$ cat config.mk
export PLATFORM = sky130hd
export DESIGN_NAME = div_unit
export DESIGN_NICKNAME = d
export VERILOG_FILES = /design/src/rtl/div_unit.sv
export SDC_FILE = /design/constraint.sdc
export NUM_CORES = 1
export LEC_CHECK = 0
export BUFFER_PORTS_ARGS = -buffer_cell sky130_fd_sc_hd__buf_2
export CAP_MARGIN = 20
export CORE_MARGIN = 1
export CORE_UTILIZATION = 30
export CTS_CLUSTER_DIAMETER = 30
export DETAILED_ROUTE_END_ITERATION = 8
export PLACE_DENSITY = 0.46
export REMOVE_ABC_BUFFERS = 1
export SYNTH_ARGS = -nofsm -noshare
export SYNTH_HDL_FRONTEND = slang
export SYNTH_SLANG_ARGS = --single-unit
$ cat constraint.sdc
create_clock -name clk -period 9.72 [get_ports clk]
set_input_delay 0.486 -clock clk [delete_from_list [all_inputs] [get_ports clk]]
set_output_delay 0.486 -clock clk [all_outputs]
set_load 0.1 [all_outputs]
$ cat src/rtl/div_unit.sv
// Restoring radix-2 32-bit DIV/DIVU responder; optional DIV_ZERO_FLAG_EN adds div_zero_o.
// Latency: ready_o after 33 edges from the start-sampling edge (2 edges for a zero divisor).
// Backpressure: result and ready_o held while start_i stays high; start_i low or annul_i aborts work.
module div_unit #(
  parameter int WIDTH = 32
) (
  input  logic               clk,
  input  logic               rst,
  input  logic               signed_div_i,
  input  logic [WIDTH-1:0]   opdata1_i,
  input  logic [WIDTH-1:0]   opdata2_i,
  input  logic               start_i,
  input  logic               annul_i,
  output logic [2*WIDTH-1:0] result_o,
  output logic               ready_o
`ifdef DIV_ZERO_FLAG_EN
  ,
  output logic               div_zero_o
`endif
);

  localparam int CW = $clog2(WIDTH);

  typedef enum logic [1:0] {DivFree, DivByZero, DivOn, DivEnd} state_t;

  state_t             state_q, state_d;
  logic [CW-1:0]      cnt_q, cnt_d;
  logic [WIDTH-1:0]   rem_q, rem_d;
  logic [WIDTH-1:0]   dvd_q, dvd_d;
  logic [WIDTH-1:0]   dvs_q, dvs_d;
  logic               s1_q, s1_d;
  logic               s2_q, s2_d;
  logic [2*WIDTH-1:0] result_q, result_d;
  logic               ready_q, ready_d;
`ifdef DIV_ZERO_FLAG_EN
  logic               zero_q, zero_d;
`endif

  logic [WIDTH:0]     trial;
  logic [WIDTH-1:0]   rem_nxt;
  logic [WIDTH-1:0]   quo_nxt;
  logic [WIDTH-1:0]   rem_fix;
  logic [WIDTH-1:0]   quo_fix;

  // One iteration: shift {rem, dividend} left and trial-subtract the divisor from the top.
  always_comb begin
    trial   = {rem_q, dvd_q[WIDTH-1]} - {1'b0, dvs_q};
    rem_nxt = trial[WIDTH] ? {rem_q[WIDTH-2:0], dvd_q[WIDTH-1]} : trial[WIDTH-1:0];
    quo_nxt = {dvd_q[WIDTH-2:0], ~trial[WIDTH]};
    quo_fix = (s1_q ^ s2_q) ? -quo_nxt : quo_nxt;
    rem_fix = s1_q ? -rem_nxt : rem_nxt;
  end

  always_comb begin
    state_d  = state_q;
    cnt_d    = cnt_q;
    rem_d    = rem_q;
    dvd_d    = dvd_q;
    dvs_d    = dvs_q;
    s1_d     = s1_q;
    s2_d     = s2_q;
    result_d = result_q;
    ready_d  = ready_q;
`ifdef DIV_ZERO_FLAG_EN
    zero_d   = zero_q;
`endif
    case (state_q)
      DivFree: begin
        ready_d  = 1'b0;
        result_d = '0;
`ifdef DIV_ZERO_FLAG_EN
        zero_d   = 1'b0;
`endif
        if (start_i && !annul_i) begin
          // Signs only matter for DIV; 0x80000000 negates to itself and is then used as unsigned.
          s1_d    = signed_div_i & opdata1_i[WIDTH-1];
          s2_d    = signed_div_i & opdata2_i[WIDTH-1];
          dvd_d   = (signed_div_i && opdata1_i[WIDTH-1]) ? -opdata1_i : opdata1_i;
          dvs_d   = (signed_div_i && opdata2_i[WIDTH-1]) ? -opdata2_i : opdata2_i;
          rem_d   = '0;
          cnt_d   = '0;
          state_d = (opdata2_i == '0) ? DivByZero : DivOn;
        end
      end
      DivByZero: begin
        if (annul_i || !start_i) begin
          state_d = DivFree;
        end else begin
          state_d  = DivEnd;
          result_d = '0;
          ready_d  = 1'b1;
`ifdef DIV_ZERO_FLAG_EN
          zero_d   = 1'b1;
`endif
        end
      end
      DivOn: begin
        if (annul_i || !start_i) begin
          state_d = DivFree;
        end else begin
          rem_d = rem_nxt;
          dvd_d = quo_nxt;
          cnt_d = cnt_q + CW'(1);
          if (cnt_q == CW'(WIDTH - 1)) begin
            state_d  = DivEnd;
            result_d = {rem_fix, quo_fix};
            ready_d  = 1'b1;
          end
        end
      end
      DivEnd: begin
        if (!start_i) begin
          state_d  = DivFree;
          ready_d  = 1'b0;
          result_d = '0;
`ifdef DIV_ZERO_FLAG_EN
          zero_d   = 1'b0;
`endif
        end
      end
      default: state_d = DivFree;
    endcase
  end

  always_ff @(posedge clk or posedge rst) begin
    if (rst) begin
      state_q  <= DivFree;
      cnt_q    <= '0;
      rem_q    <= '0;
      dvd_q    <= '0;
      dvs_q    <= '0;
      s1_q     <= 1'b0;
      s2_q     <= 1'b0;
      result_q <= '0;
      ready_q  <= 1'b0;
`ifdef DIV_ZERO_FLAG_EN
      zero_q   <= 1'b0;
`endif
    end else begin
      state_q  <= state_d;
      cnt_q    <= cnt_d;
      rem_q    <= rem_d;
      dvd_q    <= dvd_d;
      dvs_q    <= dvs_d;
      s1_q     <= s1_d;
      s2_q     <= s2_d;
      result_q <= result_d;
      ready_q  <= ready_d;
`ifdef DIV_ZERO_FLAG_EN
      zero_q   <= zero_d;
`endif
    end
  end

  assign result_o = result_q;
  assign ready_o  = ready_q;
`ifdef DIV_ZERO_FLAG_EN
  assign div_zero_o = zero_q;
`endif

endmodule
-- After elaboration in Yosys (flattened, before gate mapping)
Cells that the tools add are included.
Widths: inputs -> output; s select.
- register bits after elaboration: 170
- output and inout port bits: 65
- input bits: 69
- multiplexer cells: 31
- $add $sub $neg: 6
- equal/unequal tests: 10
- reduce and logical (&&, ||, !) cells: 13
- bitwise gates (word level): 4
- operators by type and width (cell ; count):
    $mux 32 ; 9
    $mux 64 ; 4
    $pmux 64 s4 ; 1
    $neg 32->32 ; 4
    $pmux 32 s2 ; 2
    $sub 33x32->33 ; 1
    $logic_not 32->1 ; 1
    $mux 2 ; 6
    $mux 5 ; 2
    $ne 2x2->1 const B ; 5
    $pmux 5 s2 ; 1
    $pmux 2 s4 ; 1
    $reduce_and 3->1 ; 2
    $add 5x1->5 const B ; 1
    $eq 5x5->1 const B ; 1
    $eq 2x2->1 const B ; 2
    $mux 1 ; 4
    $pmux 1 s4 ; 1
    $reduce_and 4->1 ; 1
    $logic_and 1x1->1 ; 3
    $ne 3x3->1 const B ; 1
    $and 1x1->1 ; 2
    $eq 2x1->1 const B ; 1
    $logic_not 1->1 ; 2
    6 further kinds ; 6

-- Depth between registers and ports, before layout
Gate-level depths: netlist (run 1).
- depth in word-level cells: 7
- gate-level depth with buffers: 26

-- Worst setup path after synthesis (run 1)
OpenSTA, ideal clock, no wires.
- path kind: register to register
- from: reg dvd_q[31]
- to: reg result_q[56] (netlist: result_o[56])
- data required time: 9593 ps
- data arrival time: 5302 ps
- slack: 4291 ps
- stages on the path, launching flop included: 27
- cell sequence: dfrtp_1 -> inv_1 -> ha_1 -> inv_1 -> fa_1 -> a211oi_1 -> o211ai_1 -> nand4_1 -> a211oi_1 -> or3_1 -> nand2_2 -> buf_6 -> buf_2 -> buf_4 -> buf_1 -> nand2_1 -> o21ai_0 -> ha_1 -> nand2_1 -> or3_1 -> or3_1 -> nor4_1 -> a31oi_1 -> or3_4 -> o31ai_2 -> xnor2_1 -> o31ai_2
- cells in the longest elaborated chain, start to end: 7
- RTL lines (element ; RTL line ; text):
    start, declared ; 29 ; logic [WIDTH-1:0] dvd_q, dvd_d;
    start signal, assigned ; 143 ; dvd_q <= dvd_d;
    $sub 33x32->33 ; 47 ; trial = {rem_q, dvd_q[WIDTH-1]} - {1'b0, dvs_q};
    $mux 32 (*) ; 48 ; rem_nxt = trial[WIDTH] ? {rem_q[WIDTH-2:0], dvd_q[WIDTH-1]} : trial[WIDTH-1:0];
    $neg 32->32 ; 51 ; rem_fix = s1_q ? -rem_nxt : rem_nxt;
    $mux 32 (*) ; 51 ;
    $mux 64 (*) ; 104 ; if (cnt_q == CW'(WIDTH - 1)) begin
    $mux 64 (*) ; 98 ; if (annul_i || !start_i) begin
    $pmux 64 s4 (*) ; 67 ; case (state_q)
    end signal, assigned ; 147 ; result_q <= result_d;
    end, declared ; 33 ; logic [2*WIDTH-1:0] result_q, result_d;
Every way passes the cells marked *; elsewhere a longest branch is shown, timed or not. The select of a mux whose other input is x is not followed.
A chain may end at the register's enable or synchronous reset.

-- Final worst setup path (run 1)
Same ends and word-level chain as after synthesis.

==> impl_metrics.json, run 1 <==
{
  "gp_congestion": 0.839,
  "critPathMaxStageDelay_ns": 0.45,
  "dieArea_um2": 40400,
  "grt_usage_pct": 18.4,
  "synth-seq-cells": 170,
  "critPathMostFrequentCell": "inv_1",
  "row_count": 72,
  "insertion_delay_ns": 0.45,
  "crit_type": "register to register",
  "n_antenna_cell": 0,
  "max_freq_mhz": 182,
  "ant_nets": 0,
  "n_fill_cell": 4147,
  "start_util_pct": 30.6,
  "crit_arrival_ns": 5.81,
  "final.setup_skew_ns": 0.0124,
  "crit-reg2reg-launch": "dvd_q[31]",
  "core-area_um2": 38800,
  "avgSynthCellArea_um2": 8.07,
  "port_buffers": 133,
  "r2r_slack_ns": 4.23,
  "clk_pin_slew_ns": 0.08,
  "dp_hpwl_mm": 27.4,
  "die_y_um": 201,
  "syn_area_um2": 11900,
  "crit_chain": "inv_1 -> ha_1 -> inv_1 -> fa_1 -> a211oi_1 -> o211ai_1 -> nand4_1 -> a211oi_1 -> o21ai_1 -> nand2_2 -> inv_1 -> mux2i_1 -> ha_1 -> nand2_1 -> or3_1 -> or3_1 -> nor4_1 -> a31oi_1 -> or3_4 -> o31ai_2 -> xnor2_1 -> o31ai_2",
  "wl_per_cell_um": 17.5,
  "final_cells": 2090,
  "placed_cells": 2058,
  "status": "complete, no violations",
  "cp_top_family": "simple AND/OR/NAND/NOR gates",
  "hold_buffers": 0,
  "slowest_stage": "or3_4",
  "first_pass_iters": 7,
  "first_iter_violations": 677,
  "rr_worst_depth": 22,
  "grt_pass1_vias": 10500,
  "ys_types": 71,
  "clock_path_buffers": 2,
  "cp.required_ns": 10.04,
  "tightest_slew_ns": 0.968,
  "synthCells": 1472,
  "clkSinkCount": 170,
  "numCtsBuffers": 17,
  "drt-vias-per-instance": 5.10,
  "grt_max_degree": 96,
  "setup_violations": 0,
  "num_io_pins": 134,
  "drive_gt1_share_pct": 13.0,
  "area_delta_synth_final_pct": 13.8,
  "cts_root_buf": "clkbuf_16",
  "cts_tree": "yes",
  "crit_fanout": 8,
  "tns_ns": 0,
  "critPathCaptureType": "register",
  "drt_wl_total_mm": 36.6,
  "cts_setup_buffers": 0,
  "finalMaxSlewViolations": 0,
  "antenna_found_initial": 0,
  "htree_levels": 4,
  "crit_buf_inv": 3,
  "synth_ff_type": "dfrtp_1",
  "rsz0062_at_grt": "no",
  "cts_resized": 0,
  "grt-ovfl-total": 0,
  "hold_viol": 0,
  "start_kind": "register",
  "ys_seq_area_share_pct": 35.8,
  "fin_crit_ns": 5.49,
  "fin_crit_sh_pct": 56.5,
  "grt_pass1_wl_mm": 58.9,
  "synth_edf_count": 0,
  "drc_errors": 0,
  "nets": 1672,
  "drv_cap": 0,
  "die_width_um": 201,
  "max_slew_margin_pct": 34.9,
  "min_path_type": "primary input to asynchronous set/reset pin",
  "r2r-end": "result_o[56]",
  "ys_warn_count": 0,
  "ys_async_sr_fraction_pct": 100,
  "vias": 10700
}
through the flow:
step | cell area, µm² | hold slack (ns) | setup WS (ns) | utilization [%]
after floorplan | 11500 | 0.450 | 3.68 | -
after global placement | 13000 | 0.460 | 4.39 | 33.4
after detailed placement | 13000 | 0.465 | 4.33 | 33.4
after CTS | 13500 | 0.107 | 4.32 | 34.8
after global routing | 13500 | 0.112 | 3.85 | 34.8
final | 13500 | 0.0864 | 4.23 | 34.8
logic make-up (layout without fill, tap and decap cells):
group                      after synthesis  after routing  share of synthesized area (%)
muxes                                   28             28                           2.37
xor gates and xnor gates               145            145                           10.7
adders and majority gates               44             44                           4.70
and+or+nand+nor                        505            505                           19.7
DFF                                    170            170                           35.8
AOI/OAI and AO/OA                      445            445                           21.9
buffers and inverters                  135            235                           4.83
Yosys cell counts, types with 5 or more instances:
cell      instances  area (µm²)
buf_1             6        22.5
and2_1            8        50.1
ha_1             43         538
dfrtp_1         170        4250
clkbuf_1         59         221
o21a_1            6        45.0
xor2_1           70         613
nand2_1         248         931
nand4_1          14        87.6
and3_1            9        56.3
o31ai_1          29         218
buf_2             5        25.0
o21ai_0         212        1060
a21oi_1         110         551
mux2i_1          27         270
inv_1            55         206
a22o_1            6        52.6
o211ai_1         12        90.1
o41ai_1          10        87.6
buf_6             7        78.8
nor3_1           27         135
o21ai_1           5        25.0
a21o_1            9        67.6
nor2_1           89         334
xnor2_1          75         657
nand3_1          19        95.1
nor3b_1           7        52.6
or4_1             9        67.6
a31oi_1          12        75.1
nand2b_1         12        75.1
nor4_1           18         113
or3_1            21         131
cell usage in the layout (no fill, tap or decap), types with 12 or more instances in the layout:
| cell | synthesis | routed |
|---|---|---|
| nor4_1 | 18 | 18 |
| clkbuf_16 | 0 | 17 |
| buf_2 | 5 | 133 |
| a31oi_1 | 12 | 12 |
| ha_1 | 43 | 42 |
| or3_1 | 21 | 21 |
| inv_1 | 55 | 54 |
| buf_4 | 2 | 14 |
| nor3_1 | 27 | 27 |
| nor2_1 | 89 | 89 |
| o211ai_1 | 12 | 12 |
| o31ai_1 | 29 | 29 |
| dfrtp_1 | 170 | 170 |
| o21ai_0 | 212 | 212 |
| nand3_1 | 19 | 19 |
| nand2_1 | 248 | 247 |
| mux2i_1 | 27 | 27 |
| a21oi_1 | 110 | 110 |
| xnor2_1 | 75 | 75 |
| nand4_1 | 14 | 14 |
| nand2b_1 | 12 | 12 |
| xor2_1 | 70 | 70 |
how the worst max path moves through the flow:
stage | start | to | slack, ns | cells past startpoint
after CTS | dvd_q[31] | result_o[56] | 4.32 | 22
final | dvd_q[31] | result_o[56] | 4.23 | 22
after global routing | dvd_q[31] | result_o[56] | 3.85 | 22
after detailed placement | dvd_q[31] | result_o[56] | 4.33 | 22
after floorplan | dvd_q[31] | result_o[56] | 3.68 | 22
after global placement | dvd_q[31] | result_o[56] | 4.39 | 22
routing by layer:
| layer | routed length (µm) | track usage, % | part of all wire [%] | vias to the layer above |
|---|---|---|---|---|
| li1 | - | - | - | 5362 |
| met1 | 18200 | 25.4 | 50 | 5120 |
| met2 | 16800 | 29.6 | 46 | 147 |
| met3 | 933 | 2.89 | 2.5 | 29 |
| met4 | 610 | 4.96 | 1.7 | 0 |
| met5 | 0 | 0 | 0 | - |
state kept, by name, indices dropped and copies added (netlist names):
signal    flops
cnt_q         5
dvd_q        32
dvs_q        32
ready_o       1
rem_q        32
result_o     64
s1_q          1
s2_q          1
state_q       2
area by class of cell:
| type | instances | area (µm²) | share of cell area [%] |
|---|---|---|---|
| Timing Repair Buffer | 148 | 798 | 5.91 |
| Inverter | 55 | 211 | 1.56 |
| Tap cell | 518 | 648 | 4.79 |
| Sequential cell | 170 | 4250 | 31.5 |
| Clock inverter | 12 | 90.1 | 0.666 |
| Multi-Input combinational cell | 1167 | 7070 | 52.3 |
| Clock buffer | 20 | 447 | 3.30 |
Power of run 1 is left out: the tool's default activity adds up to more than one toggle a clock period on the data nets, which glitch-free logic cannot reach.
==> run 2: changes to the inputs <==
ABC_AREA = 1   (was unset)
PLACE_DENSITY = 0.48   (was 0.46)
clock period = 4.6 ns   (was 9.72 ns; I/O delays follow)
==> run 2 against run 1 <==
Via count rose by 26%. Sequential share of layout area decreased by 3.6 points. Cell area increased by 13%. Die area is 11% higher. Fmax rose by 34%. Cell count up 33%. First-iteration DRC count grew 52%. Synthesized cell count up 40%. Flip-flop and latch count unchanged. Wire length increased by 31%. Non-clock buffer count is 12 higher. Critical path type unchanged. Largest cell class unchanged.
==> impl_metrics.json, run 2 <==
{
  "cp_top_family": "simple AND/OR/NAND/NOR gates",
  "yosys-top-cells-area": "dfrtp_1, nand2_1, inv_1",
  "place_ws_ns": 0.358,
  "ys_types": 48,
  "postPlaceCellArea_um2": 14600,
  "ys_top_cells_by_count": "nand2_1, inv_1, nor2_1, o21ai_0, dfrtp_1",
  "final.setup_skew_ns": 0.0137,
  "crit-reg2reg-launch": "dvd_q[31]",
  "ys_seq_area_share_pct": 32.1,
  "cts_setup_buffers": 0,
  "crit_type": "register to register",
  "synth_ff_type": "dfrtp_1",
  "antenna_found_initial": 1,
  "numCtsBuffers": 17,
  "synth.most_common_cell": "nand2_1",
  "clkSinkCount": 170,
  "avgSynthCellArea_um2": 6.41,
  "synth_edf_count": 0,
  "synth-seq-cells": 170,
  "drt-vias-per-instance": 4.84,
  "grt-ovfl-total": 0,
  "row_count": 76,
  "drive_gt1_share_pct": 12.4,
  "drc_errors": 0,
  "synth.top_cell.area_share_pct": 32.1,
  "rr_worst_depth": 28,
  "grt_max_degree": 68,
  "die_width_um": 212,
  "nets": 2295,
  "status": "complete, no violations",
  "dieArea_um2": 45000,
  "htree_levels": 4,
  "min_path_type": "primary input to register",
  "core-area_um2": 43400,
  "finalMaxSlewViolations": 0,
  "tightest_slew_ns": 0.804,
  "start_kind": "register",
  "max_freq_mhz": 244,
  "largest_reg_flops": 64,
  "drv_cap": 0,
  "rsz0062_at_grt": "no",
  "start_util_pct": 30.6,
  "slowest_stage": "fa_1",
  "gp_congestion": 0.975,
  "cts_tree": "yes",
  "crit_buf_inv": 3,
  "grt_usage_pct": 22.1,
  "setup_violations": 0,
  "fin_area_um2": 15300,
  "worstHoldStart": "opdata2_i[8]",
  "min_path_cells": 3,
  "placed_cells": 2746,
  "hold-path-endpoint": "dvs_q[8]",
  "vias": 13400,
  "cts_root_buf": "clkbuf_16",
  "final_common_cell": "nand2_1",
  "first_iter_violations": 1028,
  "grt_pass1_wl_mm": 74.7,
  "port_buffers": 133,
  "first_pass_iters": 5,
  "dp_hpwl_mm": 37.7,
  "synth_top_cell_by_area": "dfrtp_1",
  "hold_viol": 0,
  "num_io_pins": 134,
  "crit_arrival_ns": 4.53,
  "critPathMaxStageDelay_ns": 0.42,
  "final_cell_mix": "nand2_1, inv_1, nor2_1, o21ai_0, dfrtp_1",
  "r2r_slack_ns": 0.50,
  "insertion_delay_ns": 0.50,
  "ys_async_sr_fraction_pct": 100,
  "grt_pass1_vias": 12700,
  "cp.required_ns": 5.02,
  "area_delta_synth_final_pct": 15.1,
  "syn_area_um2": 13300,
  "synthCells": 2066,
  "wl_per_cell_um": 17.2,
  "max_slew_margin_pct": 46.3,
  "ys_warn_count": 0,
  "fin_crit_sh_pct": 89.2,
  "drt_wl_total_mm": 47.9,
  "crit_fanout": 4,
  "setup_ws_ns": 0.498,
  "critPathCaptureType": "register",
  "clk_pin_slew_ns": 0.07,
  "clock_path_buffers": 2,
  "die_y_um": 212,
  "ant_nets": 0,
  "fin_crit_ns": 4.10,
  "critPathMostFrequentCell": "nand2_1",
  "r2r-end": "result_o[28]",
  "final_cells": 2780
}
==> run 2: cell types whose count changed in the layout (fill, tap and decap cells not counted), moves of 29 or more <==
cell / delta
a21oi_1: -31
nand2_2: +29
nand2_1: +416
xnor2_1: -63
inv_1: +233
nand3_1: +89
xor2_1: -33
nor2_1: +87
o21ai_0: -40
==> run 2: worst max-delay path by stage <==
stage,startpoint,endpoint,depth (start not counted)
floorplan,state_q[0],result_o[15],11
detailed placement,dvd_q[31],result_o[28],28
CTS,dvd_q[31],result_o[28],28
finish,dvd_q[31],result_o[28],28
global route,dvd_q[31],result_o[28],28
global placement,dvd_q[31],result_o[28],28
==> run 2: timing repair <==
| action | in CTS | in global routing |
|---|---|---|
| gates resized for setup | 0 | 6 |
| setup endpoints to repair | 0 | 4 |
| hold buffers | 2 | 0 |
| hold endpoints to repair | 45 | 0 |
==> run 2: cells by family (layout without fill, tap and decap cells) <==
| group | Yosys count | in the layout | share of synthesized area (%) |
|---|---|---|---|
| buffers and inverters | 364 | 492 | 10.7 |
| other | 0 | 1 | 0 |
| AO/OA/AOI/OAI | 356 | 356 | 14.9 |
| XOR/XNOR | 49 | 49 | 3.24 |
| AND/OR/NAND/NOR | 1082 | 1082 | 34.8 |
| adder cells (fa/ha/maj) | 44 | 44 | 4.21 |
| flip-flops | 170 | 170 | 32.1 |
| multiplexers | 1 | 1 | 0.0755 |
==> run 2: layout make-up <==
cell class,count,area [µm²]
diodes,1,2.50
clock buffers,19,443
clock inverters,12,163
fillers,4852,28100
inverters,301,1130
multi-input cells,1532,7630
flip-flops and latches,170,4250
well taps,585,732
repair buffers,160,893
==> run 2: stage by stage <==
step / hold WS (ns) / TNS, ns / util (%)
2_1_floorplan: 0.377 / -155.24 / -
3_3_place_gp: 0.307 / 0 / 33.6
3_5_place_dp: 0.309 / 0 / 33.7
4_1_cts: 0.0241 / 0 / 35.1
5_1_grt: 0.0861 / 0 / 35.2
6_report: 0.0555 / 0 / 35.2
==> run 2: per-layer routing <==
metal | vias up | GRT usage (%) | part of all wire, % | wire length [µm]
met5 | - | 0 | 0 | 0
met4 | 0 | 7.55 | 2.1 | 1000
met3 | 47 | 3.00 | 3.9 | 1860
met2 | 320 | 33.7 | 44 | 21100
met1 | 6240 | 31.7 | 50 | 23900
li1 | 6835 | - | - | -
==> run 2: tightest hold or removal path: stages <==
cell and delay [ns]:
buf_2 0.10, xor2_1 0.06, o21ai_0 0.12
Power of run 2 is left out for the same reason.
